**src/rtl/rv_multicycle_ctrl_alu_if.sv**
```systemverilog
// rv_multicycle_ctrl_alu_if: instruction fields and ALU operands in, datapath controls and ALU result out
// master: datapath side (drives IR fields and operands); slave: control/ALU slice
interface rv_multicycle_ctrl_alu_if;
  logic [6:0]  instruction_opcode;
  logic [2:0]  func3;
  logic [6:0]  func7;
  logic [31:0] alu_in_x;
  logic [31:0] alu_in_y;
  logic        pc_write;
  logic        pc_write_cond;
  logic        lord;
  logic        memory_read;
  logic        memory_write;
  logic        memory_to_reg;
  logic        ir_write;
  logic        pc_source;
  logic [1:0]  alu_src_a;
  logic [1:0]  alu_src_b;
  logic        reg_write;
  logic [3:0]  state;
  logic [3:0]  alu_operation;
  logic [31:0] alu_result;
  logic        zero;
  modport master (
    output instruction_opcode, func3, func7, alu_in_x, alu_in_y,
    input  pc_write, pc_write_cond, lord, memory_read, memory_write, memory_to_reg,
           ir_write, pc_source, alu_src_a, alu_src_b, reg_write, state,
           alu_operation, alu_result, zero
  );
  modport slave (
    input  instruction_opcode, func3, func7, alu_in_x, alu_in_y,
    output pc_write, pc_write_cond, lord, memory_read, memory_write, memory_to_reg,
           ir_write, pc_source, alu_src_a, alu_src_b, reg_write, state,
           alu_operation, alu_result, zero
  );
endinterface

```
**src/rtl/rv_multicycle_ctrl_alu.sv**
```systemverilog
// rv_multicycle_ctrl_alu: Moore control FSM, ALU-op decoder and 32-bit ALU of the multicycle RV32I core
// clk/reset: clock and synchronous active-high reset
// bus (slave): opcode/func3/func7 and ALU operands in; mux selects, write enables, state, alu_operation, alu_result, zero out
module rv_multicycle_ctrl_alu (
  input logic                   clk,
  input logic                   reset,
  rv_multicycle_ctrl_alu_if.slave bus
);
  typedef enum logic [3:0] {
    FETCH     = 4'd0,
    DECODE    = 4'd1,
    MEM_ADDR  = 4'd2,
    MEM_READ  = 4'd3,
    MEM_WB    = 4'd4,
    MEM_WRITE = 4'd5,
    EXEC_R    = 4'd6,
    EXEC_I    = 4'd7,
    ALU_WB    = 4'd8,
    BRANCH    = 4'd9,
    JAL       = 4'd10,
    JALR      = 4'd11,
    LUI       = 4'd12
  } state_t;
  localparam logic [3:0] OP_AND = 4'b0000, OP_OR = 4'b0001, OP_ADD = 4'b0010, OP_XOR = 4'b0011;
  localparam logic [3:0] OP_SLL = 4'b0100, OP_SRL = 4'b0101, OP_SUB = 4'b0110, OP_SRA = 4'b0111;
  localparam logic [3:0] OP_SLT = 4'b1000, OP_SLTU = 4'b1001, OP_SGE = 4'b1010, OP_SGEU = 4'b1011;
  localparam logic [3:0] OP_SEQ = 4'b1100;
  state_t      cur, nxt;
  logic [1:0]  aluop;
  logic        is_immediate;
  logic        pcw, pcwc, irw, rw, mr, mw;
  logic [3:0]  op;
  logic [31:0] res;
  logic        f7_5;
  logic        unused_func7;
  assign f7_5 = bus.func7[5];
  assign unused_func7 = ^{bus.func7[6], bus.func7[4:0]};
  always_ff @(posedge clk)
    cur <= reset ? FETCH : nxt;
  always_comb begin
    nxt               = FETCH;
    pcw               = 1'b0;
    pcwc              = 1'b0;
    irw               = 1'b0;
    rw                = 1'b0;
    mr                = 1'b0;
    mw                = 1'b0;
    aluop             = 2'b00;
    is_immediate      = 1'b0;
    bus.lord          = 1'b0;
    bus.memory_to_reg = 1'b0;
    bus.pc_source     = 1'b0;
    bus.alu_src_a     = 2'b00;
    bus.alu_src_b     = 2'b00;
    case (cur)
      FETCH: begin
        mr            = 1'b1;
        irw           = 1'b1;
        pcw           = 1'b1;
        bus.alu_src_b = 2'b01;
        nxt           = DECODE;
      end
      DECODE: begin
        // ALU speculatively forms pc_old+imm for branch/jump targets
        bus.alu_src_a = 2'b10;
        bus.alu_src_b = 2'b10;
        case (bus.instruction_opcode)
          7'b0000011, 7'b0100011: nxt = MEM_ADDR;
          7'b0110011:             nxt = EXEC_R;
          7'b0010011:             nxt = EXEC_I;
          7'b1100011:             nxt = BRANCH;
          7'b1101111:             nxt = JAL;
          7'b1100111:             nxt = JALR;
          7'b0110111:             nxt = LUI;
          7'b0010111:             nxt = ALU_WB;
          default:                nxt = FETCH;
        endcase
      end
      MEM_ADDR: begin
        bus.alu_src_a = 2'b01;
        bus.alu_src_b = 2'b10;
        nxt           = bus.instruction_opcode == 7'b0000011 ? MEM_READ : MEM_WRITE;
      end
      MEM_READ: begin
        mr       = 1'b1;
        bus.lord = 1'b1;
        nxt      = MEM_WB;
      end
      MEM_WB: begin
        rw                = 1'b1;
        bus.memory_to_reg = 1'b1;
      end
      MEM_WRITE: begin
        mw       = 1'b1;
        bus.lord = 1'b1;
      end
      EXEC_R: begin
        bus.alu_src_a = 2'b01;
        aluop         = 2'b10;
        nxt           = ALU_WB;
      end
      EXEC_I: begin
        bus.alu_src_a = 2'b01;
        bus.alu_src_b = 2'b10;
        aluop         = 2'b10;
        is_immediate  = 1'b1;
        nxt           = ALU_WB;
      end
      ALU_WB: rw = 1'b1;
      BRANCH: begin
        bus.alu_src_a = 2'b01;
        aluop         = 2'b01;
        pcwc          = 1'b1;
        bus.pc_source = 1'b1;
      end
      // JALR computes rs1+imm into ALUOut, then reuses JAL to load it and link
      JALR: begin
        bus.alu_src_a = 2'b01;
        bus.alu_src_b = 2'b10;
        nxt           = JAL;
      end
      // PC already holds pc_old+4, so PC+0 is the link value
      JAL: begin
        bus.alu_src_b = 2'b11;
        pcw           = 1'b1;
        bus.pc_source = 1'b1;
        nxt           = ALU_WB;
      end
      LUI: begin
        bus.alu_src_a = 2'b11;
        bus.alu_src_b = 2'b10;
        nxt           = ALU_WB;
      end
      default: nxt = FETCH;
    endcase
  end
  assign bus.pc_write      = pcw & ~reset;
  assign bus.pc_write_cond = pcwc & ~reset;
  assign bus.ir_write      = irw & ~reset;
  assign bus.reg_write     = rw & ~reset;
  assign bus.memory_read   = mr & ~reset;
  assign bus.memory_write  = mw & ~reset;
  assign bus.state         = cur;
  // branch ops are inverted so that a zero result means the branch is taken
  always_comb begin
    op = OP_ADD;
    if (aluop == 2'b01)
      case (bus.func3)
        3'b001:  op = OP_SEQ;
        3'b100:  op = OP_SGE;
        3'b101:  op = OP_SLT;
        3'b110:  op = OP_SGEU;
        3'b111:  op = OP_SLTU;
        default: op = OP_SUB;
      endcase
    else if (aluop == 2'b10)
      case (bus.func3)
        3'b000:  op = (!is_immediate && f7_5) ? OP_SUB : OP_ADD;
        3'b001:  op = OP_SLL;
        3'b010:  op = OP_SLT;
        3'b011:  op = OP_SLTU;
        3'b100:  op = OP_XOR;
        3'b101:  op = f7_5 ? OP_SRA : OP_SRL;
        3'b110:  op = OP_OR;
        default: op = OP_AND;
      endcase
  end
  assign bus.alu_operation = op;
  always_comb begin
    res = '0;
    case (op)
      OP_AND:  res = bus.alu_in_x & bus.alu_in_y;
      OP_OR:   res = bus.alu_in_x | bus.alu_in_y;
      OP_ADD:  res = bus.alu_in_x + bus.alu_in_y;
      OP_XOR:  res = bus.alu_in_x ^ bus.alu_in_y;
      OP_SUB:  res = bus.alu_in_x - bus.alu_in_y;
      OP_SLL:  res = bus.alu_in_x << bus.alu_in_y[4:0];
      OP_SRL:  res = bus.alu_in_x >> bus.alu_in_y[4:0];
      OP_SRA:  res = $signed(bus.alu_in_x) >>> bus.alu_in_y[4:0];
      OP_SLT:  res = {31'b0, $signed(bus.alu_in_x) < $signed(bus.alu_in_y)};
      OP_SLTU: res = {31'b0, bus.alu_in_x < bus.alu_in_y};
      OP_SGE:  res = {31'b0, $signed(bus.alu_in_x) >= $signed(bus.alu_in_y)};
      OP_SGEU: res = {31'b0, bus.alu_in_x >= bus.alu_in_y};
      OP_SEQ:  res = {31'b0, bus.alu_in_x == bus.alu_in_y};
      default: res = '0;
    endcase
  end
  assign bus.alu_result = res;
  assign bus.zero       = res == '0;
endmodule

```
**src/flat_wrapper.sv**
```systemverilog
// flat-port wrapper written by rule: the top's interface ports become plain ports
module rv_multicycle_ctrl_alu_flat 
  (clk, reset, bus_instruction_opcode, bus_func3, bus_func7, bus_alu_in_x, bus_alu_in_y, bus_pc_write, bus_pc_write_cond, bus_lord, bus_memory_read, bus_memory_write, bus_memory_to_reg, bus_ir_write, bus_pc_source, bus_alu_src_a, bus_alu_src_b, bus_reg_write, bus_state, bus_alu_operation, bus_alu_result, bus_zero);
  rv_multicycle_ctrl_alu_if bus_i ();
  input logic clk;
  input logic reset;
  input wire logic [$bits(bus_i.instruction_opcode)-1:0] bus_instruction_opcode;
  input wire logic [$bits(bus_i.func3)-1:0] bus_func3;
  input wire logic [$bits(bus_i.func7)-1:0] bus_func7;
  input wire logic [$bits(bus_i.alu_in_x)-1:0] bus_alu_in_x;
  input wire logic [$bits(bus_i.alu_in_y)-1:0] bus_alu_in_y;
  output wire logic [$bits(bus_i.pc_write)-1:0] bus_pc_write;
  output wire logic [$bits(bus_i.pc_write_cond)-1:0] bus_pc_write_cond;
  output wire logic [$bits(bus_i.lord)-1:0] bus_lord;
  output wire logic [$bits(bus_i.memory_read)-1:0] bus_memory_read;
  output wire logic [$bits(bus_i.memory_write)-1:0] bus_memory_write;
  output wire logic [$bits(bus_i.memory_to_reg)-1:0] bus_memory_to_reg;
  output wire logic [$bits(bus_i.ir_write)-1:0] bus_ir_write;
  output wire logic [$bits(bus_i.pc_source)-1:0] bus_pc_source;
  output wire logic [$bits(bus_i.alu_src_a)-1:0] bus_alu_src_a;
  output wire logic [$bits(bus_i.alu_src_b)-1:0] bus_alu_src_b;
  output wire logic [$bits(bus_i.reg_write)-1:0] bus_reg_write;
  output wire logic [$bits(bus_i.state)-1:0] bus_state;
  output wire logic [$bits(bus_i.alu_operation)-1:0] bus_alu_operation;
  output wire logic [$bits(bus_i.alu_result)-1:0] bus_alu_result;
  output wire logic [$bits(bus_i.zero)-1:0] bus_zero;
  assign bus_i.instruction_opcode = bus_instruction_opcode;
  assign bus_i.func3 = bus_func3;
  assign bus_i.func7 = bus_func7;
  assign bus_i.alu_in_x = bus_alu_in_x;
  assign bus_i.alu_in_y = bus_alu_in_y;
  assign bus_pc_write = bus_i.pc_write;
  assign bus_pc_write_cond = bus_i.pc_write_cond;
  assign bus_lord = bus_i.lord;
  assign bus_memory_read = bus_i.memory_read;
  assign bus_memory_write = bus_i.memory_write;
  assign bus_memory_to_reg = bus_i.memory_to_reg;
  assign bus_ir_write = bus_i.ir_write;
  assign bus_pc_source = bus_i.pc_source;
  assign bus_alu_src_a = bus_i.alu_src_a;
  assign bus_alu_src_b = bus_i.alu_src_b;
  assign bus_reg_write = bus_i.reg_write;
  assign bus_state = bus_i.state;
  assign bus_alu_operation = bus_i.alu_operation;
  assign bus_alu_result = bus_i.alu_result;
  assign bus_zero = bus_i.zero;
  rv_multicycle_ctrl_alu u_core (.clk(clk), .reset(reset), .bus(bus_i));
endmodule
```
**config.mk**
```make
export PLATFORM = sky130hd
export DESIGN_NAME = rv_multicycle_ctrl_alu_flat
export DESIGN_NICKNAME = d
export VERILOG_FILES = /design/src/rtl/rv_multicycle_ctrl_alu_if.sv /design/src/rtl/rv_multicycle_ctrl_alu.sv /design/src/flat_wrapper.sv
export SDC_FILE = /design/constraint.sdc
export NUM_CORES = 1
export LEC_CHECK = 0
export BUFFER_PORTS_ARGS = -buffer_cell sky130_fd_sc_hd__buf_2
export CAP_MARGIN = 20
export CORE_UTILIZATION = 55
export CTS_BUF_LIST = sky130_fd_sc_hd__clkbuf_8
export CTS_CLUSTER_DIAMETER = 60
export DETAILED_ROUTE_END_ITERATION = 8
export PLACE_DENSITY = 0.85
export SYNTH_ARGS = -nofsm -noshare
export SYNTH_HDL_FRONTEND = slang
export SYNTH_SLANG_ARGS = --single-unit
export TNS_END_PERCENT = 10
```
**constraint.sdc**
```tcl
create_clock -name clk -period 7.5 [get_ports clk]
set_clock_uncertainty 0.15 [all_clocks]
set_input_delay 0.375 -clock clk [delete_from_list [all_inputs] [get_ports clk]]
set_output_delay 0.375 -clock clk [all_outputs]
set_load 0.1 [all_outputs]
```
==> metrics.md <==
| Metric | Value |
|---|---|
| Result of the run | completed |
| Combinational share of power | around 94% |
| Share of power burned in the clock network | approximately 4% |
| Horizontal die dimension | 143 um |
| Detailed-route wire length | approximately 54 mm |
| Share of synthesized area spent on multiplexers | 18.0% |
| Detailed placer's ending HPWL | about 41 mm |
| Area share of xor/xnor cells in the synthesized design | around 1.4% |
| Antenna Violating Nets Remaining | 0 |
| Clock slew at reported path FFs | 0.03 ns |
| Register share of total power | roughly 2.1% |
| Basic-gate share of the synthesized area counting and, or, nand and nor cells | approximately a quarter |
| Net switching component of the power | 800 uW |
| CTS root buf | sky130_fd_sc_hd__clkbuf_8 |
| RSZ-0062 raised after global routing | false |
| Count of distinct cell types in the synthesized netlist | 93 |
| Number of hold buffers added after cts | 0 |
| Share of synthesized cell area in full adder, half adder and majority cells | 11.8% |
| Placement-stage cell area | approximately 0.011 mm2 |
| Vias in the first global route | roughly 13000 |
| Flip-flop count of the largest register, all copies and words added | 4 |
| Overall fraction of global-route tracks in use | 51.6% |
| Post-synthesis area per instance | around 7 um2 |
| Actual slew at the worst max-slew pin | roughly 1.1 ns |
| Main combinational cell family by area after synthesis | compound AO/OA/AOI/OAI gates |
| Total number of vias | roughly 14000 |
| Floorplan core area | just under 0.02 mm2 |
| Power per cell area | a little over 100 mW/mm2 |
| Crit path DAT | 5.64 ns |
| Gate count after technology mapping | approximately 1600 |
| DRC Markers | 0 |
| Largest driver fanout on the critical path | 25 |
| Clock tree from TritonCTS | done |
| Number of ports placed on the die boundary | 137 |
| Internal power of the cells | approximately 360 uW |
| Clock period minus worst slack | between 6 and 7 ns |
| Number of failing setup endpoints in the final timing report | 0 |
| Initial antenna violation count | 3 |
| Worst slew margin | 28.0% |
| Insertion delay of the later-clocked pin in the worst-skew pair | between 0.2 and 0.25 ns |
| Sequential-to-total area share from yosys stat | less than 1% |
| Router iterations before antenna repair | 6 |
| Number of standard-cell rows in the floorplan | 51 |
| First-pass GRT wire length | around 80 mm |
| Complex-gate fraction of the synthesized area | about a third |
| Most common flop cell mapped by yosys | sky130_fd_sc_hd__dfxtp_1 |
| Post-layout nets | 1772 |
| Cts repair resizes | 0 |
| Total negative slack for setup checks | 0 ns |
| Detailed-route vias per instance | 7.62 |
| Maximum buffer depth of the clock tree | 2 |
| Number of clock sinks | 4 |
| Number of buffers inserted during clock tree synthesis | 3 |
| Kind of end point of the critical path | primary output |
| Post-route standard cell area excluding fillers | between 0.01 and 0.015 mm2 |
| Switching Fraction | between 60% and 70% |
| Depth of the CTS H-tree | 1 |
| Yosys reg bits | 4 |
| Asr flop ratio synth | 0% |
| Crit Path Class | reg2out |
| Fraction of layout instances using a drive strength above 1 | around 17% |
| Height of the chip | about 140 um |
| Syn. warnings | 0 |
| Setup crit start kind | register |
| Cell area after technology mapping | approximately 0.011 mm2 |
| Worst VDD drop | between 0.0001 and 0.00015 V |
| Net count after synthesis | between 1500 and 2000 |
| Min-Delay Path Class | in2reg |
| Number of synthesized flops with an enable pin | 0 |
| Number of max-slew violations in the final report | 0 |
| # Post-CTS Setup Buffers | 0 |
| Area Overhead vs Synth | 5.95% |
| Crit share post-route | approximately 82% |
| Routed WL per cell | 29.0 um |
| Global-route congestion overflow total | 0 |
| Leakage power summed over all cells | roughly 0.0048 uW |
| Die Area | roughly 0.020 mm2 |
| Maximum clock rate | around 160 MHz |
| Total power of the final layout | between 1000 and 1500 uW |
| Required time of the critical path | around 7.0 ns |
| Maximum number of pins on one net before global-route repair | between 60 and 70 |
| DRC marker count from the first detailed-route iteration | about 2300 |
| Max-cap violation count | 0 |
| Starting utilization of the core area | between 50% and 60% |
| Placer congestion estimate | 1.09 |
| Hold violation total from the final report | 0 |
| Quantity of I/O buffers inserted on ports | 130 |
[worst max-delay path, cell delays in order, from the launching register on]
cell and delay [ns]:
sky130_fd_sc_hd__dfxtp_1 0.83, sky130_fd_sc_hd__nand4bb_1 0.65, sky130_fd_sc_hd__o31a_1 0.31, sky130_fd_sc_hd__nand2b_1 0.67, sky130_fd_sc_hd__o22ai_1 0.23, sky130_fd_sc_hd__a221oi_1 0.28, sky130_fd_sc_hd__o311ai_1 0.26, sky130_fd_sc_hd__or4_4 0.59
sky130_fd_sc_hd__nor4b_2 0.27, sky130_fd_sc_hd__nand4b_1 0.21, sky130_fd_sc_hd__or4_1 0.60, sky130_fd_sc_hd__nor4_2 0.27, sky130_fd_sc_hd__buf_12 0.22
[stage by stage]
stage / cells / hold slack [ns] / setup WS [ns] / util, %
after CTS: 1851 / 0.302 / 1.55 / 59.4
after global placement: 1848 / 0.520 / 1.75 / 59.1
final: 1853 / 0.311 / 1.34 / 59.4
after global routing: 1851 / 0.338 / 1.23 / 59.4
after floorplan: 1554 / 0.458 / 0.00344 / -
after detailed placement: 1848 / 0.527 / 1.69 / 59.1
[cell usage after synthesis, drive strengths merged (12+ instances only)]
cell,number,area [um2]
a21oi,127,639
o21ai,103,516
inv,97,364
nor3,47,235
o31ai,15,113
o211ai,38,285
and2,12,75.1
mux2i,37,370
nor2,144,541
nand4,15,93.8
o21a,16,120
o21bai,13,97.6
or3,17,106
nor2b,22,138
mux2,22,255
nand2b,18,113
buf,50,330
a21o,20,150
a211oi,36,270
a31oi,20,125
o22ai,14,87.6
xnor2,15,131
mux4,59,1330
clkbuf,79,300
nand2,137,514
nand3,38,190
a221oi,14,123
nor4,18,119
ha,99,1240
a22oi,17,128
o221ai,13,114
[layer usage]
| layer | global-route usage, % | share of wire [%] | up-vias |
|---|---|---|---|
| met4 | 32.9 | 8.3 | 4 |
| met5 | 0 | 0.050 | - |
| met2 | 74.0 | 39 | 1338 |
| li1 | - | - | 6003 |
| met3 | 15.7 | 16 | 287 |
| met1 | 66.9 | 36 | 6497 |
[layout make-up]
| cell class | count | area, um2 |
|---|---|---|
| multi-input combinational | 1323 | 9810 |
| fill | 1980 | 7880 |
| timing repair buffer | 158 | 881 |
| inverter | 98 | 368 |
| tap | 265 | 332 |
| sequential | 4 | 80.1 |
| clock buffer | 3 | 41.3 |
| antenna | 2 | 5.00 |
[path summary, 6_finish.rpt]
path / slack [ns] / endpoint / from / depth (start not counted)
worst min-delay path: 0.31 / u_core.bus.state[3]$_SDFF_PP0_ / reset / 2
worst max-delay path: 1.34 / bus_zero / u_core.bus.state[1]$_SDFF_PP0_ / 12
worst min register to register: 0.71 / u_core.bus.state[3]$_SDFF_PP0_ / u_core.bus.state[1]$_SDFF_PP0_ / 2
worst max register to register: 5.32 / u_core.bus.state[0]$_SDFF_PP0_ / u_core.bus.state[0]$_SDFF_PP0_ / 5
[power by group through the flow]
| stage | Clock (uW) | Sequential [uW] | Combinational [uW] |
|---|---|---|---|
| 2_1_floorplan | 0 | 26.2 | 788 |
| 3_3_place_gp | 0 | 24.8 | 1030 |
| 3_5_place_dp | 0 | 24.7 | 1040 |
| 4_1_cts | 46.5 | 24.5 | 1050 |
| 5_1_grt | 48.0 | 24.9 | 1130 |
| 6_report | 47.0 | 24.6 | 1090 |
[cell usage in the layout (no fill, tap or decap), drive strengths merged, types with 16 or more instances in the layout]
cell	netlist	final
o211ai	38	38
a22oi	17	17
a31oi	20	20
buf	50	158
inv	97	97
a21o	20	20
or3	17	17
mux2	22	22
mux2i	37	37
nor2b	22	22
nor4	18	18
o21a	16	16
o21ai	103	103
nand2b	18	18
nand2	137	137
nand3	38	38
nor3	47	47
a211oi	36	36
a21oi	127	127
ha	99	99
mux4	59	59
nor2	144	144
[logic make-up (layout without fill, tap and decap cells)]
| kind of cell | Yosys count | in the layout |
|---|---|---|
| other | 0 | 2 |
| AO/OA/AOI/OAI | 559 | 559 |
| XOR/XNOR | 17 | 17 |
| multiplexers | 118 | 118 |
| flip-flops | 4 | 4 |
| buffers and inverters | 227 | 259 |
| AND/OR/NAND/NOR | 528 | 528 |
| adder cells (fa/ha/maj) | 101 | 101 |
No activity file was read; power rests on OpenSTA's default activity.
